## src/rtl/frame_mem_arbiter.sv

```systemverilog
// +----------------------------------------------------------------------------+
// | Module   : frame_mem_arbiter                                               |
// | Purpose  : Shares the single-port frame-buffer BRAM between three          |
// |            requesters. Port 0 (display scan-out) has fixed priority,       |
// |            ports 1 (UART loader) and 2 (image engine) are round-robined,   |
// |            and a per-port wait counter lets a starved port 1/2 request     |
// |            override the display. At most one access is issued per cycle.   |
// | Ports    : clk, rst          clock, synchronous active-high reset          |
// |            req_i/we_i       per-port request / write enable (3 bits)       |
// |            addr_i/wdata_i   per-port address / write data, port k at       |
// |                             slice [k*W +: W]                               |
// |            gnt_o            one-hot grant, combinational in cycle N        |
// |            rvalid_o/rdata_o read return in cycle N+2, shared data bus      |
// |            err_o            out-of-range access pulse in cycle N+1         |
// |            mem_*            BRAM pins, registered in cycle N+1             |
// | Revision : 1.0 - initial release                                           |
// +----------------------------------------------------------------------------+
`default_nettype none

module frame_mem_arbiter #(
   parameter int ADDR_W       = 18,
   parameter int DATA_W       = 24,
   parameter int DEPTH        = 196608,
   parameter int STARVE_LIMIT = 15
) (
   input  logic                  clk,
   input  logic                  rst,
   input  logic [2:0]            req_i,
   input  logic [2:0]            we_i,
   input  logic [3*ADDR_W-1:0]   addr_i,
   input  logic [3*DATA_W-1:0]   wdata_i,
   output logic [2:0]            gnt_o,
   output logic [2:0]            rvalid_o,
   output logic [DATA_W-1:0]     rdata_o,
   output logic                  err_o,
   output logic                  mem_en,
   output logic                  mem_we,
   output logic [ADDR_W-1:0]     mem_addr,
   output logic [DATA_W-1:0]     mem_din,
   input  logic [DATA_W-1:0]     mem_dout
);

   // One extra bit so that DEPTH == 2**ADDR_W is still representable.
   localparam logic [ADDR_W:0] c_depth  = (ADDR_W + 1)'(DEPTH);
   localparam logic [7:0]      c_starve = 8'(STARVE_LIMIT);

   // -------------------------------------------------------------------------
   // Per-port views of the flattened address / data buses
   // -------------------------------------------------------------------------
   logic [ADDR_W-1:0] w_addr  [3];
   logic [DATA_W-1:0] w_wdata [3];

   genvar g;
   generate
      for (g = 0; g < 3; g++) begin : g_unpack
         assign w_addr[g]  = addr_i[g*ADDR_W +: ADDR_W];
         assign w_wdata[g] = wdata_i[g*DATA_W +: DATA_W];
      end
   endgenerate

   // -------------------------------------------------------------------------
   // Arbitration state
   // -------------------------------------------------------------------------
   logic [7:0] wait1_q, wait1_d;
   logic [7:0] wait2_q, wait2_d;
   // Round-robin pointer between ports 1 and 2: 0 favours port 1, 1 favours
   // port 2. Reset leaves port 1 favoured.
   logic       rr_p2_q, rr_p2_d;

   logic       w_starve1;
   logic       w_starve2;
   logic [2:0] w_gnt;
   logic       w_gnt_any;

   assign w_starve1 = req_i[1] && (wait1_q >= c_starve);
   assign w_starve2 = req_i[2] && (wait2_q >= c_starve);

   // Priority: starved port 1/2 first, then display, then the rr-favoured
   // port of 1/2. No grant is ever issued while reset is held.
   always_comb begin
      w_gnt = 3'b000;
      if (!rst) begin
         if (w_starve1 && w_starve2) begin
            w_gnt = rr_p2_q ? 3'b100 : 3'b010;
         end else if (w_starve1) begin
            w_gnt = 3'b010;
         end else if (w_starve2) begin
            w_gnt = 3'b100;
         end else if (req_i[0]) begin
            w_gnt = 3'b001;
         end else if (req_i[1] && req_i[2]) begin
            w_gnt = rr_p2_q ? 3'b100 : 3'b010;
         end else if (req_i[1]) begin
            w_gnt = 3'b010;
         end else if (req_i[2]) begin
            w_gnt = 3'b100;
         end
      end
   end

   assign w_gnt_any = |w_gnt;
   assign gnt_o     = w_gnt;

   // -------------------------------------------------------------------------
   // Granted-port access mux
   // -------------------------------------------------------------------------
   logic              w_sel_we;
   logic [ADDR_W-1:0] w_sel_addr;
   logic [DATA_W-1:0] w_sel_wdata;
   logic              w_oor;

   always_comb begin
      w_sel_we    = we_i[0];
      w_sel_addr  = w_addr[0];
      w_sel_wdata = w_wdata[0];
      if (w_gnt[1]) begin
         w_sel_we    = we_i[1];
         w_sel_addr  = w_addr[1];
         w_sel_wdata = w_wdata[1];
      end else if (w_gnt[2]) begin
         w_sel_we    = we_i[2];
         w_sel_addr  = w_addr[2];
         w_sel_wdata = w_wdata[2];
      end
   end

   assign w_oor = ({1'b0, w_sel_addr} >= c_depth);

   // -------------------------------------------------------------------------
   // Wait counters and round-robin pointer next state
   // -------------------------------------------------------------------------
   // A waiting port counts up to the limit and holds there; a grant or a
   // dropped request clears the count.
   always_comb begin
      wait1_d = 8'd0;
      wait2_d = 8'd0;
      rr_p2_d = rr_p2_q;

      if (req_i[1] && !w_gnt[1]) begin
         wait1_d = (wait1_q >= c_starve) ? c_starve : wait1_q + 8'd1;
      end
      if (req_i[2] && !w_gnt[2]) begin
         wait2_d = (wait2_q >= c_starve) ? c_starve : wait2_q + 8'd1;
      end

      // Port-0 grants leave the pointer untouched.
      if (w_gnt[1]) begin
         rr_p2_d = 1'b1;
      end else if (w_gnt[2]) begin
         rr_p2_d = 1'b0;
      end
   end

   // -------------------------------------------------------------------------
   // Memory stage (cycle N+1) and read-return stage (cycle N+2)
   // -------------------------------------------------------------------------
   logic              mem_en_q;
   logic              mem_we_q;
   logic [ADDR_W-1:0] mem_addr_q;
   logic [DATA_W-1:0] mem_din_q;
   logic              err_q;
   // Stage-1 read tag: one-hot port of a read issued to the BRAM (or
   // suppressed because out of range) in the current cycle.
   logic [2:0]        s1_rd_oh_q;
   logic              s1_oor_q;
   // Stage-2 tag: aligned with mem_dout.
   logic [2:0]        s2_rvalid_q;
   logic              s2_oor_q;

   always_ff @(posedge clk) begin
      if (rst) begin
         wait1_q     <= 8'd0;
         wait2_q     <= 8'd0;
         rr_p2_q     <= 1'b0;
         mem_en_q    <= 1'b0;
         mem_we_q    <= 1'b0;
         mem_addr_q  <= '0;
         mem_din_q   <= '0;
         err_q       <= 1'b0;
         s1_rd_oh_q  <= 3'b000;
         s1_oor_q    <= 1'b0;
         s2_rvalid_q <= 3'b000;
         s2_oor_q    <= 1'b0;
      end else begin
         wait1_q  <= wait1_d;
         wait2_q  <= wait2_d;
         rr_p2_q  <= rr_p2_d;

         // Out-of-range accesses are granted but never reach the BRAM.
         mem_en_q <= w_gnt_any && !w_oor;
         mem_we_q <= w_gnt_any && !w_oor && w_sel_we;
         if (w_gnt_any) begin
            mem_addr_q <= w_sel_addr;
            mem_din_q  <= w_sel_wdata;
         end
         err_q <= w_gnt_any && w_oor;

         s1_rd_oh_q  <= w_sel_we ? 3'b000 : w_gnt;
         s1_oor_q    <= w_oor;
         s2_rvalid_q <= s1_rd_oh_q;
         s2_oor_q    <= s1_oor_q;
      end
   end

   assign mem_en   = mem_en_q;
   assign mem_we   = mem_we_q;
   assign mem_addr = mem_addr_q;
   assign mem_din  = mem_din_q;
   assign err_o    = err_q;
   assign rvalid_o = s2_rvalid_q;

   // The data bus is zero unless a read returns, and an out-of-range read
   // returns zero rather than whatever the BRAM last produced.
   assign rdata_o = ((|s2_rvalid_q) && !s2_oor_q) ? mem_dout : '0;

endmodule

`default_nettype wire

```

## config.mk

```make
export PLATFORM = sky130hd
export DESIGN_NAME = frame_mem_arbiter
export DESIGN_NICKNAME = d
export VERILOG_FILES = /design/src/rtl/frame_mem_arbiter.sv
export SDC_FILE = /design/constraint.sdc
export NUM_CORES = 1
export LEC_CHECK = 0
export ABC_AREA = 1
export CAP_MARGIN = 10
export CORE_MARGIN = 1
export CORE_UTILIZATION = 37
export CTS_CLUSTER_DIAMETER = 100
export DETAILED_ROUTE_END_ITERATION = 7
export PLACE_DENSITY = 0.81
export SLEW_MARGIN = 20
export SYNTH_ARGS = -nofsm -noshare
export SYNTH_HDL_FRONTEND = slang
export SYNTH_SLANG_ARGS = --single-unit
```

## constraint.sdc

```tcl
create_clock -name clk -period 2.5 [get_ports clk]
set_input_delay 0.625 -clock clk [delete_from_list [all_inputs] [get_ports clk]]
set_output_delay 0.625 -clock clk [all_outputs]
set_load 0.02 [all_outputs]
```

==> results of run 1 <==
==> metal layers <==
metal  vias up  part of all wire  track usage
met2       186              0.50        0.391
met1      1964              0.40        0.248
met3        22             0.078       0.0534
met4         0             0.022       0.0879
met5         -                 0            0
li1       2209                 -            -
==> worst max-delay path, cell delays in order <==
cell and delay [ps]:
clkdlybuf4s50_1 470, inv_1 40, nor2_1 90, clkdlybuf4s50_1 610
==> logic make-up (layout without fill, tap and decap cells) <==
family | count (synthesis) | in the layout | synth area share
DFF | 70 | 70 | 0.379
buffers and inverters | 126 | 370 | 0.153
other | 1 | 8 | 0.00101
AOI/OAI and AO/OA | 98 | 98 | 0.161
and+or+nand+nor | 253 | 253 | 0.294
adders and majority gates | 2 | 2 | 0.00677
xor gates and xnor gates | 2 | 2 | 0.00474
==> synth_stat cells (2+ instances only) <==
| cell | n |
|---|---|
| buf_2 | 14 |
| inv_1 | 90 |
| or2_2 | 3 |
| buf_4 | 6 |
| o211ai_1 | 40 |
| nand3_1 | 27 |
| nand4_1 | 3 |
| buf_6 | 7 |
| clkbuf_1 | 6 |
| nor2_1 | 48 |
| ha_1 | 2 |
| nor2_2 | 3 |
| dfxtp_1 | 70 |
| o21ai_0 | 26 |
| nand2_1 | 156 |
| nand3_2 | 4 |
| a21oi_1 | 30 |
| xor2_1 | 2 |
| nand2_2 | 4 |
| inv_2 | 2 |
| nand3_4 | 2 |
==> where the power goes <==
part	switching, mW	internal [mW]
clock	0.424	0.616
sequential	0.0632	1.24
combinational	0.555	0.593
total	1.04	2.45
==> placed cells by master, fill, tap and decap left out, types with 2 or more instances in the layout <==
cell	synthesis	final
nor2_1	48	48
nand4_1	3	3
ha_4	0	2
o211ai_1	40	40
dfxtp_1	70	66
xor2_1	2	2
or2_2	3	2
dfxtp_2	0	4
clkdlybuf4s50_1	0	212
o21ai_0	26	26
bufinv_16	0	2
clkinv_4	0	2
nand2_1	156	156
nand3_1	27	26
conb_1	1	8
buf_12	0	3
nand3_4	2	3
inv_2	2	2
a21oi_1	30	29
buf_4	6	25
dlygate4sd2_1	0	2
dlymetal6s2s_1	0	15
nand2_2	4	4
clkbuf_8	0	11
buf_6	7	2
nor2_2	3	3
nand3_2	4	4
inv_1	90	90
==> worst paths after layout <==
check        slack (ps)                        to
max                  40                rdata_o[6]
min                 400       s2_oor_q$_SDFF_PP0_
max reg2reg         280  mem_addr[4]$_SDFFE_PP0P_
min reg2reg         400       s2_oor_q$_SDFF_PP0_
==> through the flow <==
stage,cells,worst slack (ps)
floorplan,559,393
global placement,914,-383
detailed placement,914,-472
CTS,931,13.8
global route,936,0.576
finish,936,42.4
==> flip-flops by register name (all words and copies together) (netlist names), 3 cells and up <==
register	cells
mem_din	24
s1_rd_oh_q	3
mem_addr	18
wait2_q	8
wait1_q	8
rvalid_o	3
==> layout make-up <==
class	instances	area (um^2)	share of cell area
Clock buffer	11	151	0.0231
Clock inverter	5	81.3	0.0124
Inverter	93	354	0.0539
Multi-Input combinational cell	363	1800	0.274
Sequential cell	70	1410	0.214
Tap cell	133	166	0.0253
Timing Repair Buffer	261	2610	0.397
==> repair_timing <==
action | CTS | global route
resized for setup | 14 | 29
cloned | 0 | 0
endpoints found under the setup margin | 69 | 43
buffers inserted | 1 | 5
pin swaps | 2 | 4
==> run_results.csv, run 1 <==
group,metric,value,unit
outcome,status,"complete, no violations",
yosys,yosysSeqAreaShare,0.379,
route,via_per_inst,4.68,
place,hpwl,8980,um
route,drt_wl_total,12000,um
timing,rsz0062_at_grt,"no",
worst_setup_path,critPathArrivalTime,1830,ps
yosys,async_reset_ff_frac,0,
floorplan,fp.dieH,102,um
yosys,synth_edf_count,0,
yosys,yosys.area.top_type_share,0.379,
cells_and_area,syn_to_final_growth,77.8,%
global_route,grt_pass1_vias,3964,
power,vdd_drop_max,0.000300,V
power,p_total,3.49,mW
worst_setup_path,cp.required,1880,ps
min_path,worstHoldStart,"s1_oor_q$_SDFF_PP0_",
place,post_dp_cell_area,6180,um^2
min_path,hp-class,"flip-flop to flip-flop",
clock_network,cts_tree,"built",
worst_setup_path,setup.worst_path.start,"mem_dout[6]",
route,ant_nets,0,
place,port_buffers,232,
power,p_leak,3.34,nW
cells_and_area,fill_cells,800,
timing,fin_crit_sh,0.983,
worst_setup_path,critPathKind,"primary input to primary output",
timing,skew,9.14,ps
floorplan,start_util,0.380,
yosys,synth_cell_type_count,28,
worst_setup_path,crit_path_end_kind,"primary output",
timing,hold_viol,0,
clock_network,worstSkewPairLatency,340,ps
floorplan,rows,36,
global_route,grt_max_degree,69,
global_route,grt.overflow.total,0,
route,post_drt_wl_per_cell,12.8,um
min_path,whs_path_depth,2,
yosys,synthFlopType,"dfxtp_1",
clock_network,cts_buffers,9,
cells_and_area,drive_above_1_share,0.0959,
floorplan,io_pins,233,
clock_network,cts_root_buf,"clkbuf_8",
clock_network,htreeDepth,3,
place,gp_congestion,0.803,
yosys,ys_seq_elements,70,
timing,period_needed,2460,ps
route,initialDrtViolationCount,115,
yosys,synth.avg_cell_area,6.69,um^2
route,vias,4381,
timing,tns,0,ps
global_route,gr-usage-all-layers,0.218,
worst_setup_path,reg2regPathDepth,12,
timing,fmax,407,MHz
floorplan,dieArea,10400,um^2
cells_and_area,antennaDiodeCount,0,
floorplan,fp.dieW,102,um
timing,whs,403,ps
flow_run,drv_cap,0,
worst_setup_path,r2r-start,"wait2_q[0]$_SDFF_PP0_",
floorplan,core_area,9730,um^2
route,drcViolationCount,0,
clock_network,cts_buffer_depth,2,
cells_and_area,layout.nets,958,
clock_network,clk_pin_slew,70,ps
yosys,synth_cells,552,
global_route,grt_pass1_wl,17700,um
global_route,antenna_found_initial,0,
yosys,synth_area_leader_cell,"dfxtp_1",
timing,setup_viol,0,
clock_network,clock_sinks,70,
worst_setup_path,critPathLaunchType,"primary input",
yosys,synth.cell_area,3690,um^2
clock_network,ctsHoldBuffers,0,
cells_and_area,utilization,0.675,
worst_setup_path,path_max_fanout,1,
timing,slew_viol_final,0,
yosys,synth_area_leaders,"dfxtp_1 38%, nand2_1 16%, inv_1 9.1%, o211ai_1 8.1%, nor2_1 4.9%",
route,dr.pass1.iters,4,
cells_and_area,fin_area,6570,um^2
power,cellPowerDensity,531,nW/um^2
yosys,yosys_warnings,0,
No activity file was read; power rests on OpenSTA's default activity.
==> inputs of run 2 (changes only) <==
- SETUP_SLACK_MARGIN: not set -> 0.05
==> run 2 against run 1 <==
  * Worst setup slack better by 24 ps
  * Register-to-register slack better by 60 ps
  * Die area unchanged
  * Clock-buffer cell count unchanged
  * Wire length down 1.0%
  * Via count about the same
  * Fmax up 1.0%
  * Combinational power about the same
  * Largest cell class unchanged
==> run_results.csv, run 2 (synthesis gave the netlist of run 1 again) <==
group,metric,value,unit
global_route,gr-usage-all-layers,0.219,
worst_setup_path,reg2regPathDepth,12,
clock_network,clk_pin_slew,70,ps
worst_setup_path,cp.required,1880,ps
timing,fin_crit_sh,0.973,
route,dr.pass1.iters,5,
min_path,hp-class,"flip-flop to flip-flop",
route,initialDrtViolationCount,103,
global_route,grt.overflow.total,0,
worst_setup_path,critPathLaunchType,"primary input",
worst_setup_path,critical_path.cell_chain,"clkdlybuf4s50_1, inv_1, buf_12, nand3_2, clkinv_4, buf_6",
clock_network,cts_buffers,9,
route,post_drt_wl_per_cell,12.7,um
clock_network,cts_buffer_depth,2,
timing,whs,403,ps
power,p_sw_frac,0.298,
worst_setup_path,path_max_fanout,29,
cells_and_area,layout_common_cells,"203 x clkdlybuf4s50_1, 156 x nand2_1, 90 x inv_1",
floorplan,io_pins,233,
clock_network,cts_root_buf,"clkbuf_8",
min_path,whs_endpoint,"s2_oor_q$_SDFF_PP0_",
power,power_frac_clock,0.299,
global_route,grt_pass1_wl,17800,um
route,drcViolationCount,0,
worst_setup_path,slowest_delay,440,ps
clock_network,worstSkewPairLatency,340,ps
floorplan,fp.dieH,102,um
route,via_per_inst,4.69,
global_route,antenna_found_initial,0,
global_route,grt_max_degree,69,
clock_network,cts_tree,"built",
worst_setup_path,r2r-end,"mem_addr[4]$_SDFFE_PP0P_",
cells_and_area,utilization,0.671,
power,power.switching,1.04,mW
floorplan,start_util,0.380,
outcome,status,"complete, no violations",
timing,slew_viol_final,0,
power,p_total,3.48,mW
flow_run,drv_cap,0,
worst_setup_path,critPathArrivalTime,1810,ps
min_path,whs_path_depth,2,
cells_and_area,largest_reg_flops,24,
power,p_int,2.44,mW
floorplan,fp.dieW,102,um
timing,skew,8.18,ps
timing,setup_viol,0,
power,seqPwrFrac,0.374,
floorplan,rows,36,
cells_and_area,syn_to_final_growth,76.7,%
place,gp_congestion,0.803,
cells_and_area,drive_above_1_share,0.0911,
worst_setup_path,r2r_slack,340,ps
clock_network,clock_sinks,70,
clock_network,ctsHoldBuffers,0,
route,ant_nets,0,
worst_setup_path,r2r-start,"wait2_q[1]$_SDFF_PP0_",
cells_and_area,layout_commonest_cell,"clkdlybuf4s50_1",
cells_and_area,layout.nets,956,
worst_setup_path,critPathKind,"primary input to primary output",
power,p_leak,3.39,nW
power,vdd_drop_max,0.000300,V
min_path,worstHoldStart,"s1_oor_q$_SDFF_PP0_",
clock_network,htreeDepth,3,
cells_and_area,antennaDiodeCount,0,
global_route,grt_pass1_vias,3977,
timing,fmax,411,MHz
power,p_comb_frac,0.327,
timing,period_needed,2430,ps
route,vias,4383,
floorplan,core_area,9730,um^2
place,port_buffers,232,
timing,hold_viol,0,
cells_and_area,regArea,1410,um^2
timing,rsz0062_at_grt,"yes",
worst_setup_path,crit_path_end_kind,"primary output",
cells_and_area,multi_input_area,1780,um^2
route,drt_wl_total,11800,um
power,cellPowerDensity,533,nW/um^2
floorplan,dieArea,10400,um^2
cells_and_area,fill_cells,813,
worst_setup_path,cp_slowest_cell,"clkdlybuf4s50_1",
place,hpwl,8980,um
[run 2: cell count changes in the layout (fill, tap and decap cells not counted), moves of 2 or more]
| cell | delta |
|---|---|
| buf_4 | -2 |
| clkdlybuf4s50_1 | -9 |
| dlygate4sd2_1 | +7 |
| dlymetal6s2s_1 | +2 |
[run 2: layout make-up]
class	instances	share of cell area
repair buffers	259	0.397
multi-input cells	363	0.272
flip-flops and latches	70	0.215
inverters	93	0.0542
well taps	133	0.0255
clock buffers	11	0.0232
clock inverters	5	0.0125
[run 2: per-stage QoR]
step	setup WS (ps)	setup TNS [ps]	instance area [um^2]	cells
after global placement	-383	-16210	6180	914
after floorplan	393	0	3720	559
after CTS	16.4	0	6440	932
after global routing	-22.8	-22.8	6530	934
final	66.8	0	6530	934
after detailed placement	-472	-19940	6180	914
[run 2: timing repair]
| item | 4_1_cts | 5_1_grt |
|---|---|---|
| gates resized for setup | 25 | 26 |
| pin swaps | 3 | 6 |
| setup buffers | 2 | 2 |
| setup endpoints to repair | 71 | 40 |
[run 2: metal layers]
| layer | vias to the layer above | wire length [um] | GRT usage |
|---|---|---|---|
| met5 | - | 0 | 0 |
| li1 | 2205 | - | - |
| met1 | 1965 | 4720 | 0.246 |
| met3 | 20 | 974 | 0.0554 |
| met4 | 0 | 249 | 0.0912 |
| met2 | 193 | 5900 | 0.392 |
[run 2: how the worst max path moves through the flow]
stage	start	to	slack, ps	cells past startpoint
2_1_floorplan	wait1_q[0]$_SDFF_PP0_	gnt_o[1]	390	9
3_3_place_gp	req_i[2]	gnt_o[2]	-380	8
3_5_place_dp	req_i[2]	mem_addr[4]$_SDFFE_PP0P_	-470	11
4_1_cts	req_i[0]	gnt_o[2]	20	7
5_1_grt	wait2_q[1]$_SDFF_PP0_	gnt_o[1]	-20	10
6_report	rst	gnt_o[1]	70	6
[run 2: power by group through the flow]
| stage | Combinational [mW] | Sequential (mW) | Clock [mW] |
|---|---|---|---|
| after detailed placement | 1.13 | 1.32 | 0 |
| after global routing | 1.23 | 1.31 | 1.12 |
| final | 1.14 | 1.30 | 1.04 |
| after CTS | 1.14 | 1.30 | 1.06 |
| after global placement | 1.10 | 1.32 | 0 |
| after floorplan | 0.425 | 1.44 | 0 |
[run 2: worst max-delay path, delay by kind of cell]
| family | cells | cell delay (ps) |
|---|---|---|
| AND/OR/NAND/NOR | 1 | 140 |
| buffers and inverters | 5 | 1040 |
==> inputs of run 3 (changes only) <==
- CAP_MARGIN: 10 -> not set
- CELL_PAD_IN_SITES_DETAIL_PLACEMENT: not set -> 1
- CELL_PAD_IN_SITES_GLOBAL_PLACEMENT: not set -> 1
- CORE_UTILIZATION: 37 -> 24
- PLACE_DENSITY: 0.81 -> not set
- PLACE_DENSITY_LB_ADDON: not set -> 0.1
==> run 3 against run 2 <==
  * Fmax rose by 1.3%
  * Cell area rose by 3.3%
  * Combinational power rose by 4%
  * Utilization fell by 21 points
  * Sequential power barely moved
  * Register-to-register slack barely moved
  * Total power rose by 7.5%
  * Wire length rose by 20%
  * Die area rose by 53%
  * Worst hold slack improved by 5.3 ps
  * Clock skew fell by 5.9 ps
  * Critical endpoint is now gnt_o[0]
  * Largest cell class unchanged
  * Largest power group unchanged
==> run_results.csv, run 3 (synthesis gave the netlist of run 1 again) <==
group,metric,value,unit
floorplan,fp.dieW,126,um
worst_setup_path,setup.worst_path.start,"rst",
place,hpwl,11100,um
worst_setup_path,critPathArrivalTime,1780,ps
clock_network,clock_sinks,70,
outcome,status,"complete, no violations",
floorplan,dieArea,15900,um^2
global_route,grt_pass1_wl,22500,um
route,vias,4382,
clock_network,cts_buffers,9,
timing,rsz0062_at_grt,"no",
global_route,antenna_found_initial,0,
worst_setup_path,r2r_slack,340,ps
route,wl_met2,7270,um
timing,hold_viol,0,
clock_network,cts_tree,"built",
clock_network,clk_pin_slew,50,ps
cells_and_area,layout.nets,961,
timing,whs,408,ps
cells_and_area,drive_above_1_share,0.0969,
floorplan,io_pins,233,
floorplan,start_util,0.250,
timing,period_needed,2400,ps
floorplan,core_area,14800,um^2
route,wl_met1,5740,um
power,vdd_drop_max,0.000219,V
cells_and_area,layout_commonest_cell,"clkdlybuf4s50_1",
worst_setup_path,critPathLaunchType,"primary input",
timing,slew_viol_final,0,
route,routed.top_layer,"met4",
cells_and_area,fill_cells,1843,
power,cellPowerDensity,555,nW/um^2
worst_setup_path,critPathKind,"primary input to primary output",
min_path,hp-class,"flip-flop to flip-flop",
clock_network,cts_root_buf,"clkbuf_16",
power,p_total,3.74,mW
worst_setup_path,r2r-end,"mem_addr[17]$_SDFFE_PP0P_",
clock_network,worstSkewPairLatency,330,ps
timing,skew,2.32,ps
cells_and_area,layout_common_cells,"202 x clkdlybuf4s50_1, 156 x nand2_1, 89 x inv_1",
worst_setup_path,path_max_fanout,4,
floorplan,rows,44,
global_route,grt_max_degree,69,
global_route,gr-usage-all-layers,0.178,
place,gp_congestion,0.763,
cells_and_area,largest_reg_flops,24,
clock_network,htreeDepth,3,
route,ant_nets,0,
floorplan,fp.dieH,126,um
route,drt_wl_total,14200,um
timing,setup_viol,0,
cells_and_area,antennaDiodeCount,0,
timing,fmax,416,MHz
route,dr.pass1.iters,4,
flow_run,drv_cap,0,
global_route,grt_pass1_vias,4589,
route,routed-wl-met3,971,um
cells_and_area,syn_to_final_growth,82.5,%
route,via_per_inst,4.43,
worst_setup_path,cp.required,1880,ps
route,drcViolationCount,0,
place,port_buffers,232,
worst_setup_path,reg2regPathDepth,14,
global_route,grt.overflow.total,0,
worst_setup_path,crit_path_end_kind,"primary output",
route,initialDrtViolationCount,158,
power,p_leak,3.40,nW
worst_setup_path,endpoint,"gnt_o[0]",
route,post_drt_wl_per_cell,14.4,um
worst_setup_path,r2r-start,"wait1_q[0]$_SDFF_PP0_",
clock_network,cts_buffer_depth,2,
timing,fin_crit_sh,0.961,
## run 3: power breakdown
| part | internal, mW | switching, mW |
|---|---|---|
| Clock | 0.790 | 0.470 |
| Combinational | 0.606 | 0.572 |
| Sequential | 1.24 | 0.0633 |
## run 3: timing repair
item | in CTS | in global routing
buffers inserted | 4 | 3
setup endpoints to repair | 74 | 42
gates resized for setup | 33 | 24
hold buffers | 0 | 0
cloned | 0 | 0
pin swaps | 2 | 2
## run 3: worst min-delay path by stage
| stage | from | end | slack [ps] | depth (start not counted) |
|---|---|---|---|---|
| final | s1_rd_oh_q[2]$_SDFF_PP0_ | rvalid_o[2]$_SDFF_PP0_ | 410 | 2 |
| after global routing | s1_oor_q$_SDFF_PP0_ | s2_oor_q$_SDFF_PP0_ | 430 | 2 |
| after CTS | s1_rd_oh_q[2]$_SDFF_PP0_ | rvalid_o[2]$_SDFF_PP0_ | 410 | 2 |
| after detailed placement | s1_rd_oh_q[2]$_SDFF_PP0_ | rvalid_o[2]$_SDFF_PP0_ | 400 | 2 |
| after global placement | s1_oor_q$_SDFF_PP0_ | s2_oor_q$_SDFF_PP0_ | 400 | 2 |
| after floorplan | s1_rd_oh_q[0]$_SDFF_PP0_ | rvalid_o[0]$_SDFF_PP0_ | 390 | 2 |
## run 3: critical path, cell delays in order
cell	delay [ps]
clkdlybuf4s50_1	450
inv_2	120
nand4_1	150
inv_1	140
clkdlybuf4s15_2	280
## run 3: layout make-up
class | count | area (um^2) | area share
clock buffers | 11 | 243 | 0.0360
repair buffers | 264 | 2650 | 0.393
multi-input cells | 363 | 1800 | 0.268
clock inverters | 4 | 47.5 | 0.00705
flip-flops and latches | 70 | 1410 | 0.209
inverters | 93 | 354 | 0.0525
well taps | 184 | 230 | 0.0341
## run 3: metrics by stage
| stage | instance area [um^2] | TNS (ps) | std cells | setup WS (ps) | utilization |
|---|---|---|---|---|---|
| 2_1_floorplan | 3720 | 0 | 559 | 393 | - |
| 3_3_place_gp | 6300 | -20010 | 967 | -441 | 0.427 |
| 3_5_place_dp | 6300 | -24180 | 967 | -554 | 0.427 |
| 4_1_cts | 6640 | 0 | 986 | 50.2 | 0.450 |
| 5_1_grt | 6740 | 0 | 989 | 46.3 | 0.457 |
| 6_report | 6740 | 0 | 989 | 98.5 | 0.457 |
## run 3: routing by layer
metal	global-route usage	vias to the layer above
met1	0.192	2005
met3	0.0459	14
met2	0.332	143
met5	0	-
li1	-	2220
met4	0.0631	0
